## config.mk

```make
export PLATFORM = sky130hd
export DESIGN_NAME = fetch_ctrl_flat
export DESIGN_NICKNAME = d
export VERILOG_FILES = /design/src/rtl/fetch_pkg.sv /design/src/rtl/fetch_ctrl_if.sv /design/src/rtl/fetch_buf.sv /design/src/rtl/fetch_ctrl.sv /design/src/flat_wrapper.sv
export SDC_FILE = /design/constraint.sdc
export NUM_CORES = 1
export LEC_CHECK = 0
export CAP_MARGIN = 20
export CORE_ASPECT_RATIO = 1.2
export CORE_MARGIN = 8
export CORE_UTILIZATION = 35
export CTS_BUF_LIST = sky130_fd_sc_hd__clkbuf_4 sky130_fd_sc_hd__clkbuf_8
export CTS_CLUSTER_DIAMETER = 100
export DETAILED_ROUTE_END_ITERATION = 7
export HOLD_SLACK_MARGIN = 0.08
export SYNTH_ARGS = -nofsm -noshare
export SYNTH_HDL_FRONTEND = slang
export SYNTH_SLANG_ARGS = --single-unit
```

## constraint.sdc

```tcl
create_clock -name clk -period 7.5 [get_ports clk]
set_clock_uncertainty 0.2 [all_clocks]
set_input_delay 2.25 -clock clk [delete_from_list [all_inputs] [get_ports clk]]
set_output_delay 2.25 -clock clk [all_outputs]
set_load 0.005 [all_outputs]
```

## src/rtl/fetch_pkg.sv

```systemverilog
// Shared types and constants for the instruction-fetch sequencer.
package fetch_pkg;

  localparam int unsigned XLEN        = 32;
  localparam int unsigned INSTR_BYTES = 4;

  typedef enum logic [1:0] {
    RUN,
    WAIT,
    KILL,
    HALT
  } fetch_state_t;

  // One buffered instruction together with the address it was fetched from.
  typedef struct packed {
    logic [XLEN-1:0] pc;
    logic [XLEN-1:0] instr;
  } fetch_entry_t;

  function automatic logic [XLEN-1:0] next_pc(input logic [XLEN-1:0] pc);
    return pc + XLEN'(INSTR_BYTES);
  endfunction

endpackage

```

## src/rtl/fetch_ctrl_if.sv

```systemverilog
// Instruction-memory, decode and redirect signals of the fetch sequencer.
interface fetch_ctrl_if;
  import fetch_pkg::*;

  logic            imem_req;
  logic [XLEN-1:0] imem_addr;
  logic            imem_ack;
  logic [XLEN-1:0] imem_rdata;
  logic            if_valid;
  logic [XLEN-1:0] if_instr;
  logic [XLEN-1:0] if_pc;
  logic            id_ready;
  logic            redirect;
  logic [XLEN-1:0] redirect_target;
  logic            fetch_err;

  modport master (
    output imem_req, imem_addr, if_valid, if_instr, if_pc, fetch_err,
    input  imem_ack, imem_rdata, id_ready, redirect, redirect_target
  );

  modport slave (
    input  imem_req, imem_addr, if_valid, if_instr, if_pc, fetch_err,
    output imem_ack, imem_rdata, id_ready, redirect, redirect_target
  );

endinterface

```

## src/rtl/fetch_buf.sv

```systemverilog
// Single-entry output register towards decode; flush wins over load, load over consume.
module fetch_buf
  import fetch_pkg::*;
(
  input  logic         clk,
  input  logic         reset,
  input  logic         load,
  input  logic         consume,
  input  logic         flush,
  input  fetch_entry_t load_entry,
  output logic         valid,
  output fetch_entry_t entry
);

  always_ff @(posedge clk or negedge reset) begin
    if (!reset) begin
      valid <= 1'b0;
      entry <= '0;
    end else if (flush) begin
      valid <= 1'b0;
    end else if (load) begin
      valid <= 1'b1;
      entry <= load_entry;
    end else if (consume) begin
      valid <= 1'b0;
    end
  end

endmodule

```

## src/rtl/fetch_ctrl.sv

```systemverilog
// Instruction-fetch sequencer: PC ownership, imem handshake, redirect/kill handling.
// Optional misaligned-redirect trap enabled by defining FETCH_MISALIGN_TRAP_EN.
module fetch_ctrl
  import fetch_pkg::*;
#(
  parameter logic [XLEN-1:0] RESET_PC = 32'h0000_0000
) (
  input  logic         clk,
  input  logic         reset,
  fetch_ctrl_if.master bus
);

  fetch_state_t    state;
  logic [XLEN-1:0] pc;
  logic [XLEN-1:0] req_addr;
  logic [XLEN-1:0] redir_pc;
  logic [XLEN-1:0] addr;
  logic            err;
  logic            err_next;
  logic            misalign;
  logic            req;
  logic            ack;
  logic            outstanding;
  logic            free;
  logic            load;
  logic            consume;
  logic            buf_valid;
  fetch_entry_t    buf_entry;
  fetch_entry_t    load_entry;

  assign free = !buf_valid || bus.id_ready;

  // Request is combinational so a freed buffer can be refilled in the same cycle.
  always_comb begin
    req  = 1'b0;
    addr = pc;
    case (state)
      RUN:  req = free;
      WAIT,
      KILL: begin
        req  = 1'b1;
        addr = req_addr;
      end
      HALT: req = 1'b0;
    endcase
    req = req && reset;
  end

  assign ack         = req && bus.imem_ack;
  assign outstanding = req && !bus.imem_ack;
  assign redir_pc    = bus.redirect_target & ~XLEN'(INSTR_BYTES - 1);

`ifdef FETCH_MISALIGN_TRAP_EN
  assign misalign = bus.redirect && (|bus.redirect_target[1:0]);
`else
  assign misalign = 1'b0;
`endif

  assign err_next   = err || misalign;
  assign load       = ack && !bus.redirect && (state == RUN || state == WAIT);
  assign consume    = buf_valid && bus.id_ready;
  assign load_entry = '{pc: addr, instr: bus.imem_rdata};

  always_ff @(posedge clk or negedge reset) begin
    if (!reset) begin
      state    <= RUN;
      pc       <= RESET_PC;
      req_addr <= RESET_PC;
      err      <= 1'b0;
    end else begin
      if (state == RUN && req) begin
        req_addr <= pc;
      end
      // Redirect overrides everything; an unacked request must still drain in KILL.
      if (bus.redirect && state != HALT) begin
        if (!misalign) begin
          pc <= redir_pc;
        end
        err <= err_next;
        if (outstanding) begin
          state <= KILL;
        end else begin
          state <= err_next ? HALT : RUN;
        end
      end else begin
        case (state)
          RUN: begin
            if (ack) begin
              pc <= next_pc(pc);
            end else if (req) begin
              state <= WAIT;
            end
          end
          WAIT: begin
            if (ack) begin
              pc    <= next_pc(req_addr);
              state <= RUN;
            end
          end
          KILL: begin
            if (ack) begin
              state <= err ? HALT : RUN;
            end
          end
          HALT: state <= HALT;
        endcase
      end
    end
  end

  fetch_buf u_buf (
    .clk        (clk),
    .reset      (reset),
    .load       (load),
    .consume    (consume),
    .flush      (bus.redirect),
    .load_entry (load_entry),
    .valid      (buf_valid),
    .entry      (buf_entry)
  );

  assign bus.imem_req  = req;
  assign bus.imem_addr = addr;
  assign bus.if_valid  = buf_valid;
  assign bus.if_instr  = buf_entry.instr;
  assign bus.if_pc     = buf_entry.pc;
  assign bus.fetch_err = err;

endmodule

```

## src/flat_wrapper.sv

```systemverilog
// flat-port wrapper written by rule: the top's interface ports become plain ports
module fetch_ctrl_flat import fetch_pkg::*;
#(
  parameter logic [XLEN-1:0] RESET_PC = 32'h0000_0000
)
  (clk, reset, bus_imem_req, bus_imem_addr, bus_if_valid, bus_if_instr, bus_if_pc, bus_fetch_err, bus_imem_ack, bus_imem_rdata, bus_id_ready, bus_redirect, bus_redirect_target);
  fetch_ctrl_if bus_i ();
  input  logic clk;
  input  logic reset;
  output wire logic [$bits(bus_i.imem_req)-1:0] bus_imem_req;
  output wire logic [$bits(bus_i.imem_addr)-1:0] bus_imem_addr;
  output wire logic [$bits(bus_i.if_valid)-1:0] bus_if_valid;
  output wire logic [$bits(bus_i.if_instr)-1:0] bus_if_instr;
  output wire logic [$bits(bus_i.if_pc)-1:0] bus_if_pc;
  output wire logic [$bits(bus_i.fetch_err)-1:0] bus_fetch_err;
  input wire logic [$bits(bus_i.imem_ack)-1:0] bus_imem_ack;
  input wire logic [$bits(bus_i.imem_rdata)-1:0] bus_imem_rdata;
  input wire logic [$bits(bus_i.id_ready)-1:0] bus_id_ready;
  input wire logic [$bits(bus_i.redirect)-1:0] bus_redirect;
  input wire logic [$bits(bus_i.redirect_target)-1:0] bus_redirect_target;
  assign bus_imem_req = bus_i.imem_req;
  assign bus_imem_addr = bus_i.imem_addr;
  assign bus_if_valid = bus_i.if_valid;
  assign bus_if_instr = bus_i.if_instr;
  assign bus_if_pc = bus_i.if_pc;
  assign bus_fetch_err = bus_i.fetch_err;
  assign bus_i.imem_ack = bus_imem_ack;
  assign bus_i.imem_rdata = bus_imem_rdata;
  assign bus_i.id_ready = bus_id_ready;
  assign bus_i.redirect = bus_redirect;
  assign bus_i.redirect_target = bus_redirect_target;
  fetch_ctrl #(.RESET_PC(RESET_PC)) u_core (.clk(clk), .reset(reset), .bus(bus_i));
endmodule
```

# After elaboration in Yosys (flattened, before gate mapping)
# Index checks and enable logic that the tools add are counted.
# word_totals
regBits	131
input_bits	69
elab_cells	53
# op_classes
eq_ne	9
bitwise	1
addsub	2
reduce_logical	20
n_mux	15
# op_table
cell	count
$mux W32	4
$add A32 B3 Y32 const B	2
$pmux W32 S2	1
$mux W2	5
$ne A3 B2 Y1 const B	3
$logic_and A1 B1 Y1	8
$pmux W2 S3	1
$reduce_bool A3 Y1	2
$eq A2 B2 Y1 const B	2
$reduce_and A4 Y1	1
$logic_not A1 Y1	3
$mux W1	3
$ne A3 B1 Y1 const B	1
$ne A3 B3 Y1 const B	1
$pmux W1 S3	1
$reduce_and A3 Y1	1
$eq A2 B1 Y1 const B	1
$logic_not A2 Y1	1
$logic_or A1 B1 Y1	2
$ne A2 B2 Y1 const B	1
$reduce_and A2 Y1	1
$reduce_or A2 Y1	1
$not A1 Y1	1

# Longest topological paths before layout
# Gate-level depths: netlist (run 1).
# depth
ltp_word	9
mapped_depth	15
depth_no_buf	10

# Hierarchy
# From an unflattened synthesis (run 1), not the netlist that was laid out.
# hier_totals
hier_cells	608
area_unflattened_um2	7199.4
# by_module_without_submodules
mod	seq_area_each_um2	instances	area_per_inst_um2	cells_each
fetch_ctrl	1651.6	1	4458.0	468
fetch_buf	1626.6	1	2741.4	140

# Worst setup path after synthesis (run 1)
# Ideal clock, no wire load.
# synth_path
path_type	input to output
from	input bus_id_ready
to	output bus_imem_req
required_ns	5.050
path_slack_ns	2.450
stages	3
arrival_time_ns	2.600
path_buffers	0
cell_sequence	nand3b_1 o211ai_1 inv_1
# synth_via
elab_chain_len	3
# synth_lines
item	line_no	text
from (decl)	flat_wrapper.sv:18	input wire logic [$bits(bus_i.id_ready)-1:0] bus_id_ready;
$logic_or A1 B1 Y1	fetch_ctrl.sv:31	assign free = !buf_valid || bus.id_ready;
$pmux W1 S3	fetch_ctrl.sv:37	case (state)
$logic_and A1 B1 Y1	fetch_ctrl.sv:46	req = req && reset;
to (decl)	flat_wrapper.sv:10	output wire logic [$bits(bus_i.imem_req)-1:0] bus_imem_req;
# No other way between the ends.

# Worst setup path after layout (run 1)
# Same ends and word-level chain as after synthesis.

==> results of run 1 <==
[layout make-up]
cell class / count / area share (%)
Multi-Input combinational cell: 422 / 36.3
Sequential cell: 131 / 35.6
Timing Repair Buffer: 174 / 19.0
Tap cell: 261 / 3.55
Clock inverter: 15 / 2.75
Clock buffer: 17 / 2.54
Inverter: 6 / 0.245
[sequential cells by signal, summed over array words and instances (netlist names)]
| name | flops |
|---|---|
| u_core.u_buf.entry | 64 |
| u_core.u_buf.valid | 1 |
| u_core.req_addr | 32 |
| u_core.state | 2 |
| u_core.pc | 32 |
[critical path, cell delays in order]
cell and delay [ns]:
clkdlybuf4s50_1 0.47, nand3b_1 0.11, o211ai_1 0.12, inv_1 0.14, clkdlybuf4s50_1 0.53
[through the flow]
stage	util [%]	worst slack [ns]	instance area, µm²
after floorplan	-	2.45	6790
after global placement	45.1	1.43	8690
after detailed placement	45.1	1.42	8690
after CTS	47.6	1.42	9180
after global routing	47.8	1.33	9210
final	47.8	1.44	9210
[per-layer routing]
| metal | up-vias | global-route usage, % |
|---|---|---|
| met5 | - | 0 |
| met4 | 4 | 5.97 |
| met3 | 21 | 6.62 |
| met2 | 197 | 26.3 |
| met1 | 2641 | 18.2 |
| li1 | 2466 | - |
[cell families (layout without fill, tap and decap cells)]
kind of cell             Yosys count  count (layout)  synth area share, %
multiplexers                     156             156                 25.5
AND/OR/NAND/NOR                  140             140                 11.0
flip-flops                       131             131                 48.3
AO/OA/AOI/OAI                     97              97                 8.61
buffers and inverters             43             212                 2.75
XOR/XNOR                          24              24                 3.10
adder cells (fa/ha/maj)            4               4                0.737
other                              1               1               0.0552
[power groups by stage]
stage | clock network, mW | registers (mW) | logic [mW]
4_1_cts | 0.757 | 1.34 | 2.17
2_1_floorplan | 0 | 1.29 | 1.15
3_3_place_gp | 0 | 1.32 | 2.12
3_5_place_dp | 0 | 1.35 | 2.15
5_1_grt | 0.783 | 1.40 | 2.34
6_report | 0.732 | 1.34 | 2.12
[final timing paths]
kind                                               end  slack, ns  depth (start not counted)
worst min register to register  u_core.u_buf.entry[41]       0.28                          1
worst max register to register           u_core.pc[21]       3.47                          9
worst max-delay path                      bus_imem_req       1.44                          5
worst min-delay path            u_core.u_buf.entry[41]       0.28                          1
max in group asynchronous       u_core.u_buf.entry[59]       4.37                          3
min in group asynchronous       u_core.u_buf.entry[11]       1.52                          1
[cell usage in the layout, fill, tap and decap left out, types with 6 or more instances in the layout]
cell type        count
a21oi_1             33
buf_4                7
bufinv_16            6
clkbuf_8            17
clkdlybuf4s50_1    163
dfrtp_1            131
inv_1                6
mux2_1              48
mux2_2              85
mux2i_1             23
nand2_1             39
nand3_1             18
nand3b_1             8
nand4_1             11
nor2_1              32
o211ai_1             7
o21ai_0             20
o22ai_1             14
xor2_1              20
==> impl_metrics.ini, run 1 <==
[run_status]
status = completed

[logic_synthesis]
seq_area_frac_synth_pct = 48.3
syn_inst = 596
yosysUniqueCellTypes = 48
synth-main-ff-cell = dfrtp_1
synth_edf_count = 0
synth.top_cells.by_area = dfrtp_1 48%, mux2_2 14%, mux2_1 8.0%
yosysWarnings = 0
yosysTopAreaCellShare_pct = 48.3
synth.cell_area_um2 = 6790
synth_area_leader_cell = dfrtp_1
synth.most_common_cell = dfrtp_1
synthArstFlopShare_pct = 100
avgSynthCellArea_um2 = 11.4
ys_ff_latch = 131
netlist_top_cells_count = 131 x dfrtp_1, 85 x mux2_2, 48 x mux2_1
syn-num-nets = 669

[routing]
wl_per_cell_um = 18.2
dr_wl_met3_um = 1850
wl_met2_um = 9040
drt-met1-wl_um = 7480
avgViaCountPerCell = 5.19
highest_layer = met5
route.detailed.drc = 0
first_pass_iters = 5
antenna_left = 0
wl_um = 18600
drt_iter0_markers = 239
routed-via-count = 5329

[critical_path]
path_class = primary input to primary output
critPathLaunchType = primary input
endpoint_kind = primary output
cp_max_fo = 3
r2r-start = u_core.state[0]
cp.arrival_ns = 3.61
cp-startpoint = bus_id_ready
cp_data_required_time_ns = 5.05

[floorplan]
core_area_um2 = 19300
die_x_um = 143
initial_core_util_pct = 35.2
die_h_um = 169
die_area_um2 = 24100
io_pins = 168
rows = 56

[finish]
antennaDiodeCount = 0
fillers = 1782
area_growth_pct = 35.6
nets = 825
multiInputGateArea_um2 = 3350
layout-drive-gt1-share_pct = 18.2
stdcell_count = 1026
regArea_um2 = 3280

[global_route]
grt_pass1_wl_um = 30600
grt_pass1_vias = 5789
grt_usage_pct = 16.0
grt.overflow.total = 0
grt_max_degree = 84
antenna_found_initial = 2

[sta]
rsz0062_at_grt = no
whs_ns = 0.284
max_freq_mhz = 165
fin_crit_ns = 6.06
setup_viol = 0
period_share_pct = 80.8
final_max_slew_viol_count = 0
hold_viol_final = 0
fin_tns_setup_ns = 0
maxSlewHeadroom_pct = 34.6
tightestPinTransition_ns = 0.981

[place]
dpl.cell_count = 992
dpl.hpwl_um = 13000
portBuffers = 164
gp_congestion = 0.792

[clock_network]
clk_path_buf_depth = 2
cts_setup_buffers = 0
cts_htree_levels = 4
cts-root-buf = clkbuf_8
cts_sinks = 131
ctsResizeCount = 0
ctsHoldBuffers = 0
clk_latency_ns = 0.45
cts_tree = built
clk_pin_slew_ns = 0.07
cts_made_buffers = 17

[power]
internal-power_mw = 2.67
p_clk_share_pct = 17.5
p_sw_mw = 1.52
sw_frac_of_total_pct = 36.3
pwr-share-comb_pct = 50.6
irDropWorstVdd_mv = 0.218
power.density_nw_per_um2 = 456
power_leakage_nw = 3.69
p_seq_share_pct = 31.9
p_total_mw = 4.20

[worst_hold_path]
hp-start = u_core.u_buf.entry[41]
hp-class = register to register

[run]
drv_cap = 0
Note: power is estimated with default switching activity, not from simulation.
==> run 2, diff against run 1 <==
Clock period 7.5 ns to 5.14 ns, I/O delays scaled along.
==> run 2 against run 1 <==
Compared with the run above: via count about the same; utilization decreased by 0.68 points; combinational power grew 47%; power is 40% higher; worst setup slack worse by 0.93 ns; non-clock buffer count is 2 higher; critical endpoint unchanged.
==> impl_metrics.ini, run 2 (synthesis results as in run 1) <==
[run_status]
status = completed

[place]
portBuffers = 164
gp_congestion = 0.793
dpl.hpwl_um = 13200
dpl_cell_area_um2 = 8710
pre_cts_ws_ns = 0.508

[critical_path]
cp_max_fo = 3
cp_slowest_stage_delay_ns = 0.52
endpoint_kind = primary output
regToRegEndpoint = u_core.pc[25]
crit_cells = 5
rr_worst_depth = 8
cp_slowest_cell = clkdlybuf4s50_1
critPathCapture = bus_imem_req
cp.arrival_ns = 2.89
cp_cell_sequence = clkdlybuf4s50_1, nand3b_1, o211ai_1, inv_1, clkdlybuf4s50_1
path_delay_family = buffers and inverters
crit_buf_inv = 3
path_common_cell = clkdlybuf4s50_1
path_class = primary input to primary output
critPathLaunchType = primary input
r2r-start = u_core.state[1]
cp_data_required_time_ns = 3.40
regToRegSetupSlack_ns = 1.47
cp-startpoint = bus_id_ready

[sta]
fin_crit_ns = 4.63
fin_tns_setup_ns = 0
tightestPinTransition_ns = 1.02
maxSlewHeadroom_pct = 32.0
setup_viol = 0
hold_viol_final = 0
rsz0062_at_grt = no
fin_ws_ns = 0.512
period_share_pct = 90.0
max_freq_mhz = 216
final_max_slew_viol_count = 0

[clock_network]
clk_latency_ns = 0.45
cts_setup_buffers = 0
ctsResizeCount = 0
clk_pin_slew_ns = 0.08
cts_sinks = 131
clk_path_buf_depth = 2
cts_tree = built
cts-root-buf = clkbuf_8
ctsHoldBuffers = 0
cts_htree_levels = 4
cts_made_buffers = 17

[floorplan]
io_pins = 168
initial_core_util_pct = 35.2
die_area_um2 = 24100
rows = 56
core_area_um2 = 19300
die_h_um = 169
die_x_um = 143

[routing]
avgViaCountPerCell = 5.18
drt_iter0_markers = 319
antenna_left = 0
route.detailed.drc = 0
wl_um = 18900
wl_per_cell_um = 18.4
first_pass_iters = 6
routed-via-count = 5328

[global_route]
grt.overflow.total = 0
grt_pass1_vias = 5694
grt_usage_pct = 16.2
grt_max_degree = 70
antenna_found_initial = 2
grt_pass1_wl_um = 30800

[finish]
layout-drive-gt1-share_pct = 18.4
fillers = 1780
layout_commonest_cell = clkdlybuf4s50_1
antennaDiodeCount = 0
largest_reg_flops = 64
regArea_um2 = 3280
top_register = u_core.u_buf.entry
area_growth_pct = 33.7
fin_area_um2 = 9070
reg_top3 = u_core.u_buf.entry: 64 flops, u_core.pc: 32 flops, u_core.req_addr: 32 flops
final_cell_mix = 163 x clkdlybuf4s50_1, 131 x dfrtp_1, 85 x mux2_2
nets = 827
multiInputGateArea_um2 = 3350

[power]
power.density_nw_per_um2 = 648
irDropWorstVdd_mv = 0.316
power_leakage_nw = 3.64

[run]
drv_cap = 0

[worst_hold_path]
worstHoldPathCells = 1
hp-class = register to register
-- run 2: changes by cell type in the layout (fill, tap and decap cells not counted) --
cell        previous run  this run
buf_12                 2         0
clkinv_2               1         0
clkinv_4               3         5
buf_6                  2         1
bufinv_16              6         0
inv_6                  3         5
clkinvlp_4             2         3
clkbuf_8              17        18
buf_4                  7        12
inv_8                  0         1
-- run 2: metal layers --
metal | global-route usage [%] | up-vias | routed length (µm)
met5 | 0 | - | 23
met4 | 4.58 | 4 | 164
met3 | 7.30 | 17 | 1800
met2 | 26.9 | 177 | 9130
met1 | 18.3 | 2647 | 7800
li1 | - | 2483 | -
-- run 2: per-stage QoR --
stage          util [%]  std cells  hold WS [ns]  total power, mW
2_1_floorplan         -        596         0.278             3.57
3_3_place_gp       45.2        996         0.266             5.03
3_5_place_dp       45.2        996         0.274             5.11
4_1_cts            47.1       1028         0.292             5.97
5_1_grt            47.1       1028         0.308             6.34
6_report           47.1       1028         0.288             5.88
-- run 2: cell type report --
cell class                 instances  share of cell area (%)
sequential                       131                    36.1
tap                              261                    3.60
timing repair buffer             176                    19.1
multi-input combinational        422                    36.9
clock inverter                    14                    1.34
clock buffer                      18                    2.73
inverter                           6                   0.248
-- run 2: how the worst min path moves through the flow --
| stage | slack [ns] | start | end |
|---|---|---|---|
| detailed placement | 0.27 | u_core.u_buf.entry[54] | u_core.u_buf.entry[54] |
| CTS | 0.29 | u_core.u_buf.entry[40] | u_core.u_buf.entry[40] |
| global placement | 0.27 | u_core.u_buf.entry[41] | u_core.u_buf.entry[41] |
| floorplan | 0.28 | u_core.pc[0] | u_core.pc[0] |
| finish | 0.29 | u_core.u_buf.entry[63] | u_core.u_buf.entry[63] |
| global route | 0.31 | u_core.u_buf.entry[4] | u_core.u_buf.entry[4] |
-- run 2: power by group --
| group | total, mW | internal (mW) | switching [mW] |
|---|---|---|---|
| clock network | 0.816 | 0.360 | 0.457 |
| registers | 1.95 | 1.52 | 0.430 |
| logic | 3.11 | 1.75 | 1.37 |
| total | 5.88 | 3.63 | 2.25 |
==> run 3, diff against run 2 <==
Settings changed: ABC_AREA set to 1, DONT_BUFFER_PORTS set to 1.
==> run 3 against run 2 <==
Compared with the run above: count of clock-buffer cells in the layout is 4 higher; highest routed layer is now met4; global-route usage is 0.50 points lower; design area is 16% lower; combinational power is 28% lower; utilization is 9.1 points lower; critical endpoint unchanged; critical path depth stayed put.
==> impl_metrics.ini, run 3 <==
[finish]
layout_commonest_cell = nand2_1
nets = 1061
final_cell_mix = 474 x nand2_1, 131 x dfrtp_1, 90 x o21ai_0
stdcell_count = 1266
reg_top3 = u_core.u_buf.entry: 64 flops, u_core.pc: 32 flops, u_core.req_addr: 32 flops
top_register = u_core.u_buf.entry
largest_reg_flops = 64
antennaDiodeCount = 0
layout-drive-gt1-share_pct = 8.99
area_growth_pct = 7.38

[global_route]
antenna_found_initial = 0
grt_pass1_wl_um = 31100
grt.overflow.total = 0
grt_usage_pct = 15.7
grt_pass1_vias = 5547
grt_max_degree = 133

[clock_network]
cts_made_buffers = 17
clk_latency_ns = 0.44
clk_pin_slew_ns = 0.07
ctsHoldBuffers = 0
cts_htree_levels = 4
cts_sinks = 131
cts_setup_buffers = 0
cts-root-buf = clkbuf_8
cts_tree = built
ctsResizeCount = 0
clk_path_buf_depth = 2

[routing]
wl_um = 19400
first_pass_iters = 5
routed-via-count = 5917
drt_iter0_markers = 418
avgViaCountPerCell = 4.67
antenna_left = 0
route.detailed.drc = 0
wl_per_cell_um = 15.4

[floorplan]
initial_core_util_pct = 35.4
die_area_um2 = 25100
io_pins = 168
die_x_um = 146
rows = 57
die_h_um = 172
core_area_um2 = 20000

[logic_synthesis]
synthArstFlopShare_pct = 100
synth.cell_area_um2 = 7090
synth_area_leader_cell = dfrtp_1
synth-main-ff-cell = dfrtp_1
synth.top_cells.by_area = dfrtp_1 46%, nand2_1 25%, o21ai_0 6.4%
avgSynthCellArea_um2 = 7.03
netlist_top_cells_count = 474 x nand2_1, 131 x dfrtp_1, 90 x o21ai_0
syn-num-nets = 1081
synth.most_common_cell = nand2_1
yosysTopAreaCellShare_pct = 46.2
ys_ff_latch = 131
synth_edf_count = 0
yosysUniqueCellTypes = 31
syn_inst = 1008
seq_area_frac_synth_pct = 46.2
yosysWarnings = 0

[place]
pre_cts_ws_ns = 1.19
dpl.hpwl_um = 13800
dpl.cell_count = 1233
portBuffers = 0
gp_congestion = 0.865

[run]
drv_cap = 0

[worst_hold_path]
worstHoldPathCells = 2
hp-class = register to register
hp-start = u_core.pc[30]

[sta]
max_freq_mhz = 236
rsz0062_at_grt = no
tightestPinTransition_ns = 0.853
final_max_slew_viol_count = 0
setup_viol = 0
period_share_pct = 82.3
fin_crit_ns = 4.23
hold_viol_final = 0
maxSlewHeadroom_pct = 43.0
fin_ws_ns = 0.910
fin_tns_setup_ns = 0

[critical_path]
r2r-start = u_core.state[0]
cp-startpoint = u_core.state[0]
regToRegSetupSlack_ns = 1.77
regToRegEndpoint = u_core.pc[6]
path_class = register to primary output
critPathCapture = bus_imem_req
cp.arrival_ns = 2.49
endpoint_kind = primary output
rr_worst_depth = 11
cp_max_fo = 38
critPathLaunchType = register
cp_data_required_time_ns = 3.40

[power]
sw_frac_of_total_pct = 47.3
internal-power_mw = 2.61
irDropWorstVdd_mv = 0.252
power.density_nw_per_um2 = 651
p_seq_share_pct = 37.4
p_sw_mw = 2.35
power_leakage_nw = 3.80
pwr-share-comb_pct = 45.0
p_clk_share_pct = 17.6

[run_status]
status = completed
## run 3: cell count changes after synthesis, moves of 26 or more
cell,delta
a21oi_1,-26
inv_1,+59
mux2_1,-48
mux2_2,-85
nand2_1,+435
nor2_1,+53
o21ai_0,+70
## run 3: kinds of logic (layout without fill, tap and decap cells)
group	count (synthesis)	in the layout	synth area share (%)
AND/OR/NAND/NOR	645	645	37.1
flip-flops	131	131	46.2
buffers and inverters	117	110	7.66
AO/OA/AOI/OAI	106	106	7.70
adder cells (fa/ha/maj)	4	4	0.706
XOR/XNOR	4	4	0.494
other	1	1	0.0529
## run 3: power by group through the flow
stage                     logic (mW)  registers, mW  clock network [mW]
after floorplan                 1.81           1.77                   0
after global placement          2.21           1.87                   0
after detailed placement        2.25           1.88                   0
after CTS                       2.27           1.86               0.907
after global routing            2.60           1.93               0.945
final                           2.23           1.85               0.873
## run 3: final cells by class
class	instances	area [µm²]
fill	2102	12400
multi-input combinational	760	3270
clock inverter	10	109
inverter	70	268
clock buffer	22	278
sequential	131	3280
timing repair buffer	8	72.6
tap	265	332
## run 3: routing by layer
metal  global-route usage (%)  up-vias  part of all wire, %
met2                     25.9      152                   48
li1                         -     3064                    -
met1                     18.1     2683                   41
met5                        0        -                    0
met4                     5.26        0                  1.6
met3                     6.57       18                  9.2
## run 3: stage by stage
| stage | instance area (µm²) | hold slack [ns] | utilization [%] | power, mW |
|---|---|---|---|---|
| 2_1_floorplan | 7090 | 0.249 | - | 3.58 |
| 3_3_place_gp | 7200 | 0.265 | 35.9 | 4.08 |
| 3_5_place_dp | 7200 | 0.268 | 35.9 | 4.13 |
| 4_1_cts | 7590 | 0.287 | 37.9 | 5.04 |
| 5_1_grt | 7610 | 0.308 | 38.0 | 5.47 |
| 6_report | 7610 | 0.285 | 38.0 | 4.96 |
## run 3: worst min-delay path by stage
stage                          endpoint
after floorplan           u_core.pc[30]
after global placement    u_core.pc[30]
after detailed placement  u_core.pc[30]
after CTS                 u_core.pc[30]
after global routing      u_core.pc[30]
final                     u_core.pc[30]
## run 3: critical path, stage by stage, from the launching register on
cell	delay, ns
dfrtp_1	0.41
inv_1	0.07
ha_2	0.64
buf_4	0.43
inv_2	0.08
a21oi_1	0.41
